==> src/rtl/mips_multicycle_cpu.sv <==
// Multi-cycle MIPS core: one shared ALU and one ready-stalled memory port, sequenced by a
// two-process FSM. Memory request outputs are registered from the next-state decision.
module mips_multicycle_cpu #(
  parameter int          ADDR_W   = 32,
  parameter logic [31:0] RESET_PC = 32'h0,
  parameter int          NREGS    = 32
) (
  input  logic              clock,
  input  logic              reset,
  output logic              mem_req,
  output logic              mem_we,
  output logic [ADDR_W-1:0] mem_addr,
  output logic [31:0]       mem_wdata,
  input  logic [31:0]       mem_rdata,
  input  logic              mem_ready,
  output logic              halted,
  output logic [31:0]       pc_out,
  output logic [31:0]       instret
);
  localparam int RI_W = (NREGS > 1) ? $clog2(NREGS) : 1;

  localparam logic [5:0] OP_R   = 6'h00, OP_J  = 6'h02, OP_BEQ = 6'h04, OP_BNE = 6'h05;
  localparam logic [5:0] OP_ADDI = 6'h08, OP_LW = 6'h23, OP_SW  = 6'h2B;
  localparam logic [5:0] FN_ADD = 6'h20, FN_SUB = 6'h22, FN_AND = 6'h24;
  localparam logic [5:0] FN_OR  = 6'h25, FN_NOR = 6'h27, FN_SLT = 6'h2A;

  typedef enum logic [2:0] {
    S_FETCH, S_DECODE, S_EXEC, S_MEM, S_WB, S_HALT
  } state_t;

  state_t      state, state_next;
  logic [31:0] pc, pc_next, ir, a, b, alu_out, instret_q;
  logic [31:0] gpr [NREGS];
  logic [31:0] rs_val, rt_val, alu_res, imm_s, addr_next, wdata_next;
  logic        req_next, we_next, legal, taken, accept, wb_en;
  logic [5:0]  op, fn;
  logic [4:0]  rs, rt, rd, wb_dst;
  logic        unused_shamt;

  assign op           = ir[31:26];
  assign rs           = ir[25:21];
  assign rt           = ir[20:16];
  assign rd           = ir[15:11];
  assign fn           = ir[5:0];
  assign imm_s        = {{16{ir[15]}}, ir[15:0]};
  assign unused_shamt = ^ir[10:6];
  assign accept       = mem_req && mem_ready;
  assign taken        = (op == OP_BEQ) ? (a == b) : (a != b);
  assign wb_dst       = (op == OP_R) ? rd : rt;
  assign wb_en        = (state == S_WB) && (wb_dst != 5'd0) && (int'(wb_dst) < NREGS);

  // Register indices beyond NREGS, and $0, read as zero.
  always_comb begin
    rs_val = '0;
    rt_val = '0;
    if (rs != 5'd0 && int'(rs) < NREGS) rs_val = gpr[rs[RI_W-1:0]];
    if (rt != 5'd0 && int'(rt) < NREGS) rt_val = gpr[rt[RI_W-1:0]];
  end

  always_comb begin
    legal = 1'b0;
    case (op)
      OP_R:                                        legal = fn inside {FN_ADD, FN_SUB, FN_AND, FN_OR, FN_NOR, FN_SLT};
      OP_J, OP_BEQ, OP_BNE, OP_ADDI, OP_LW, OP_SW: legal = 1'b1;
      default:                                     legal = 1'b0;
    endcase
  end

  // Non-R opcodes use the adder for a+sext(imm), which doubles as the lw/sw address.
  always_comb begin
    alu_res = a + imm_s;
    if (op == OP_R) begin
      case (fn)
        FN_SUB:  alu_res = a - b;
        FN_AND:  alu_res = a & b;
        FN_OR:   alu_res = a | b;
        FN_NOR:  alu_res = ~(a | b);
        FN_SLT:  alu_res = {31'd0, $signed(a) < $signed(b)};
        default: alu_res = a + b;
      endcase
    end
  end

  always_comb begin
    state_next = state;
    pc_next    = pc;
    case (state)
      S_FETCH: begin
        if (accept) begin
          state_next = S_DECODE;
          pc_next    = pc + 32'd4;
        end
      end
      S_DECODE: begin
        if (op == OP_J) begin
          pc_next    = {pc[31:28], ir[25:0], 2'b00};
          state_next = S_FETCH;
        end else if (!legal) begin
          state_next = S_HALT;
        end else begin
          state_next = S_EXEC;
        end
      end
      S_EXEC: begin
        if (op == OP_BEQ || op == OP_BNE) begin
          if (taken) pc_next = pc + {imm_s[29:0], 2'b00};
          state_next = S_FETCH;
        end else if (op == OP_LW || op == OP_SW) begin
          state_next = S_MEM;
        end else begin
          state_next = S_WB;
        end
      end
      S_MEM: begin
        if (alu_res[1:0] != 2'b00) state_next = S_HALT;
        else if (accept)           state_next = (op == OP_SW) ? S_FETCH : S_WB;
      end
      S_WB:    state_next = S_FETCH;
      S_HALT:  state_next = S_HALT;
      default: state_next = S_HALT;
    endcase
    req_next   = (state_next == S_FETCH) || (state_next == S_MEM && alu_res[1:0] == 2'b00);
    we_next    = (state_next == S_MEM) && (op == OP_SW);
    addr_next  = (state_next == S_MEM) ? alu_res : pc_next;
    wdata_next = we_next ? b : 32'd0;
  end

  always_ff @(posedge clock or negedge reset) begin
    if (!reset) begin
      state     <= S_FETCH;
      pc        <= RESET_PC;
      ir        <= '0;
      a         <= '0;
      b         <= '0;
      alu_out   <= '0;
      instret_q <= '0;
      mem_req   <= 1'b0;
      mem_we    <= 1'b0;
      mem_addr  <= '0;
      mem_wdata <= '0;
      for (int i = 0; i < NREGS; i++) gpr[i] <= '0;
    end else begin
      state     <= state_next;
      pc        <= pc_next;
      mem_req   <= req_next;
      mem_we    <= we_next;
      mem_addr  <= addr_next[ADDR_W-1:0];
      mem_wdata <= wdata_next;
      if (state == S_FETCH && accept) ir <= mem_rdata;
      if (state == S_DECODE) begin
        a <= rs_val;
        b <= rt_val;
      end
      if (state == S_EXEC) alu_out <= alu_res;
      // Load data replaces the spent address in alu_out so WB has a single source.
      if (state == S_MEM && accept) alu_out <= mem_rdata;
      if (wb_en) gpr[wb_dst[RI_W-1:0]] <= alu_out;
      if (state_next == S_FETCH && state != S_FETCH) instret_q <= instret_q + 32'd1;
    end
  end

  assign halted  = (state == S_HALT);
  assign pc_out  = pc;
  assign instret = instret_q;

endmodule

==> config.mk <==
export PLATFORM = sky130hd
export DESIGN_NAME = mips_multicycle_cpu
export DESIGN_NICKNAME = d
export VERILOG_FILES = /design/src/rtl/mips_multicycle_cpu.sv
export SDC_FILE = /design/constraint.sdc
export NUM_CORES = 2
export LEC_CHECK = 0
export CORE_MARGIN = 1.5
export CORE_UTILIZATION = 50
export CTS_CLUSTER_DIAMETER = 30
export DETAILED_ROUTE_END_ITERATION = 7
export GPL_TIMING_DRIVEN = 1
export PLACE_DENSITY = 0.69
export SKIP_LAST_GASP = 1
export SYNTH_ARGS = -nofsm -noshare
export SYNTH_HDL_FRONTEND = slang
export SYNTH_SLANG_ARGS = --single-unit
==> constraint.sdc <==
create_clock -name clock -period 3.75 [get_ports clock]
set_input_delay 0.75 -clock clock [delete_from_list [all_inputs] [get_ports clock]]
set_output_delay 0.75 -clock clock [all_outputs]
set_load 0.02 [all_outputs]
After elaboration in Yosys (flattened, before gate mapping)

Index checks and enable logic that the tools add are counted.

ROM bits: 0
Bits in writable memories: 0
Input bits: 35
Memories kept: 0
Bits in latches: 0
Output and inout port bits: 131
Bits in registers: 1285
Logic and storage cells: 137

Shifts and indexed selects: 0
Order comparisons: 5
$mul: 0
Muxes and demuxes: 34
Eq/ne operators: 20
Divide/modulo/power cells: 0
$add $sub $neg: 6
Reduce and logical (&&, ||, !) cells: 23
Bitwise gates (word level): 6

Operator list:

| kind                  | number |
|---|---|
| $bwmux 1024           | 1 |
| $mux 32               | 15 |
| $bmux 32 s5           | 2 |
| $demux 32 s5          | 1 |
| $pmux 32 s5           | 1 |
| $add 32x32->32        | 3 |
| $pmux 32 s3           | 1 |
| $eq 6x6->1 const B    | 8 |
| $add 32x1->32 const B | 1 |
| $add 32x3->32 const B | 1 |
| $and 32x32->32        | 1 |
| $eq 32x32->1          | 1 |
| $lt 32x32->1          | 1 |
| $ne 32x32->1          | 1 |
| $not 32->32           | 1 |
| $or 32x32->32         | 1 |
| $sub 32x32->32        | 1 |
| $mux 28               | 1 |
| $mux 3                | 8 |
| $ge 6x6->1 const B    | 3 |
| $not 5->6             | 3 |
| $pmux 3 s5            | 1 |
| $reduce_bool 5->1     | 3 |
| $eq 6x3->1 const B    | 2 |
| 18 further kinds      | 32 |

Logic depth before layout (Yosys ltp)

Word-level depth: 10
Gate-level depth with buffers: 16

Worst setup path after synthesis

Ideal clock, no wire load.

Path type: flip-flop to flip-flop
Start: reg ir[1]
End: reg mem_addr[30]
Arrival: 3931 ps
Clock period less this slack: 3995 ps
Setup slack: -245 ps
Cell stages (with the launch flop): 16
Path through: dfrtp_1 > clkbuf_1 > buf_1 > clkbuf_1 > inv_1 > fa_1 > nand2b_1 > a21o_1 > a21oi_1 > o21ai_0 > a31oi_1 > o21bai_1 > o211a_1 > a211oi_1 > o211ai_1 > a21bo_1

Longest elaborated chain between the ends: 8

Ends and longest elaborated chain:

| what                                                                   | RTL line | source |
|---|---|---|
| start, declared                                                        | 32       | `logic [31:0] pc, pc_next, ir, a, b, alu_out, instret_q;` |
| start signal, assigned                                                 | 149      | `if (state == S_FETCH && accept) ir <= mem_rdata;` |
| parallel branches: the longest is 7 deep, another holds $add 32x32->32 | n/a      |  |
| $mux 32 *                                                              | 124      | `addr_next = (state_next == S_MEM) ? alu_res : pc_next;` |
| via addr_next[30]                                                      | 34       | `logic [31:0] rs_val, rt_val, alu_res, imm_s, addr_next, wdata_next;` |
| end signal, assigned                                                   | 147      | `mem_addr <= addr_next[ADDR_W-1:0];` |
| end, declared                                                          | 12       | `output logic [ADDR_W-1:0] mem_addr,` |

Mark *: on every way through the listed nets, which the timed path passes.
A chain may end at the register's enable or synchronous reset.

Worst setup path in the final report

Start: reg b[7]
End: reg mem_addr[10]

RTL lines:

| what                                         | RTL line | source |
|---|---|---|
| start, declared                              | 32       |  |
| start signal, assigned                       | 152      | `b <= rt_val;` |
| $ne 32x32->1 or $eq 32x32->1 (tied branches) | 48       | `assign taken = (op == OP_BEQ) ? (a == b) : (a != b);` |
| $mux 1 *                                     | 48       |  |
| $mux 32 *                                    | 106      | `if (taken) pc_next = pc + {imm_s[29:0], 2'b00};` |
| $mux 32 *                                    | 105      | `if (op == OP_BEQ \|\| op == OP_BNE) begin` |
| $pmux 32 s3 *                                | 87       | `case (state)` |
| via pc_next[10]                              | 32       |  |
| $mux 32 *                                    | 124      |  |
| via addr_next[10]                            | 34       |  |

Mark *: on every way through the listed nets, which the timed path passes. The rest lies on a longest branch.

==> reports/metrics.csv <==
metric;value;unit
dieWidth;386.9;um
drt-total-wl;250.0;mm
power.internal;29.15;mW
synth_most_common_cell;dfrtp_1;
cp_top_family;simple AND/OR/NAND/NOR gates;
startpoint_type;register;
rows;140;
path_buf_inv;3;
min-delay-path-class;register to register;
place_area;79870;um^2
synth.top_cell.area_share;0.4364;
h-tree-depth;4;
min_period;3.679;ns
period_share;0.9811;
cts_tree;done;
numClockSinks;1285;
worst-endpoint-required;4.48;ns
netlist_top_cells_count;dfrtp_1, mux2_2, mux4_2;
hpwlAfterDp;159.0;mm
start_util;0.5050;
drc;0;
critPathArrivalTime;4.41;ns
drt_iter0_drc;5638;
pwr-share-seq;0.370;
slew_viol_final;0;
critical_path.max_fanout;16;
setup_viol;0;
die_area;149700;um^2
grt_max_degree;101;
fmax;271.8;MHz
num_io_pins;166;
wl_per_cell;30.15;um
nets;6352;
cts_made_buffers;241;
peakVddDrop;0.4371;mV
clk_latency;0.86;ns
power.density;421.9;nW/um^2
tightest_slew;1.331;ns
die_h;386.9;um
crit_type;register to register;
yosys-top-cells-area;dfrtp_1, mux2_2, mux4_2;
comb_power_share;0.010;
sw_frac_of_total;0.2241;
crit_slowest_cell;or4_4;
clk_pin_slew;0.05;ns
core_area;145900;um^2
numPortBuffers;165;
grt-ovfl-total;0;
ys_types;94;
synth_area;73690;um^2
status;completed;
place_congestion;0.9873;
ys_async_sr_fraction;1.000;
synth_seq_cells;1285;
critPathMaxStageDelay;0.58;ns
syn_inst;5878;
drive_gt1_frac;0.3970;
rsz0062_at_grt;true;
syn-mean-instance-area;12.54;um^2
clkPwrFrac;0.620;
area_growth;20.84;%
yosys.area.top_type;dfrtp_1;
cts-root-buf;clkbuf_16;
synthesis.nets;6075;
clockBufferDepth;3;
ys_seq_area_frac;0.4364;
yosysWarnings;0;
hold_viol_final;0;
num_vias;55650;
drt.antenna.violating_nets;0;
maxCapViolCount;0;
end_kind;register;
path_cells;inv_2 -> ha_4 -> or4_4 -> or4b_4 -> nor4_4 -> buf_4 -> xnor2_2 -> or2_4 -> buf_12 -> nand2_1 -> o41ai_1 -> a221o_1 -> mux2_2;
viasPerCell;6.710;
antenna_found_initial;8;
power.switching;8.419;mW
grt_pass1_wl;371.5;mm
power.leakage;39.13;nW
fin_area;89040;um^2
fin_total_pwr;37.57;mW
grt_pass1_vias;56730;
slew_headroom;0.1129;
skew;0.02729;ns
dr.pass1.iters;6;
synth-main-ff-cell;dfrtp_1;
grt_usage;0.3305;
synth-edff-count;0;
[per-layer routing]
layer | track usage | part of all wire
met5 | 0 | 0.00011
met4 | 0.1651 | 0.054
met3 | 0.07496 | 0.096
met2 | 0.5261 | 0.47
met1 | 0.4260 | 0.38
[placed cells by master (no fill, tap or decap), types with 75 or more instances in the layout]
| cell type | count |
|---|---|
| a21oi_1 | 314 |
| mux2i_1 | 242 |
| buf_4 | 328 |
| o221ai_1 | 75 |
| mux2_2 | 1095 |
| o21ai_0 | 197 |
| nor2_1 | 173 |
| dfrtp_1 | 1273 |
| o22ai_1 | 143 |
| ha_1 | 155 |
| nor3_1 | 111 |
| mux4_2 | 448 |
| nand2_1 | 145 |
| clkbuf_16 | 243 |
| inv_1 | 114 |
| buf_12 | 82 |
| xnor2_1 | 99 |
| clkdlybuf4s50_1 | 164 |
[final cells by class]
type | count | area (um^2)
Tap cell | 1917 | 2399
Antenna cell | 3 | 7.507
Fill cell | 10950 | 56870
Timing Repair Buffer | 579 | 5817
Sequential cell | 1285 | 32190
Clock buffer | 286 | 6472
Inverter | 119 | 446.7
Clock inverter | 175 | 2394
Multi-Input combinational cell | 3929 | 39310
[kinds of logic after synthesis]
group	after synthesis	share of synthesized area
compound gates	1101	0.09673
xor+xnor	126	0.01498
fa+ha+maj	162	0.02792
buf+inv	664	0.03593
flops	1285	0.4364
mux	1790	0.3379
simple gates	750	0.05016
[final timing paths]
path	cells after the start	start	slack [ns]	to
hold reg to reg	0	gpr[1014]	0.40	gpr[1014]
setup reg to reg	13	b[7]	0.07	mem_addr[10]
setup / recovery	13	b[7]	0.07	mem_addr[10]
max in group asynchronous	4	reset	2.00	gpr[741]
min in group asynchronous	2	reset	0.52	gpr[636]
hold / removal	0	gpr[1014]	0.40	gpr[1014]
[state kept, by name (all words and copies together) (netlist names)]
signal	cells
a	32
alu_out	32
b	32
gpr	1024
instret	32
ir	32
mem_addr	32
mem_req	1
mem_wdata	32
mem_we	1
pc_out	32
state	3
[per-stage QoR]
| step | TNS (ns) | utilization | hold slack, ns | setup WS (ns) | std cells |
|---|---|---|---|---|---|
| floorplan | 0 | - | 0.4451 | 0.09310 | 5878 |
| global placement | -0.05369 | 0.5474 | 0.3803 | -0.05066 | 7816 |
| detailed placement | -0.3414 | 0.5474 | 0.3865 | -0.1431 | 7816 |
| CTS | -0.01105 | 0.6084 | 0.3978 | -0.005887 | 8279 |
| global route | -0.2716 | 0.6102 | 0.4076 | -0.06922 | 8290 |
| finish | 0 | 0.6102 | 0.3980 | 0.07087 | 8293 |
[power by group through the flow]
stage                     clock network [mW]  registers [mW]  logic, mW
after floorplan                            0            14.1   0.000691
after global placement                     0            14.1      0.399
after detailed placement                   0            14.1      0.406
after CTS                               23.4            13.9      0.409
after global routing                    24.2            13.9      0.449
final                                   23.3            13.9      0.392
[what timing repair did]
action	in CTS	in global routing
setup endpoints to repair	16	67
pin swaps	1	15
endpoints found under the hold margin	66	0
hold buffers	1	0
buffers inserted	1	11
cloned	0	0
resized for setup	5	46
No activity file was read; power rests on OpenSTA's default activity.
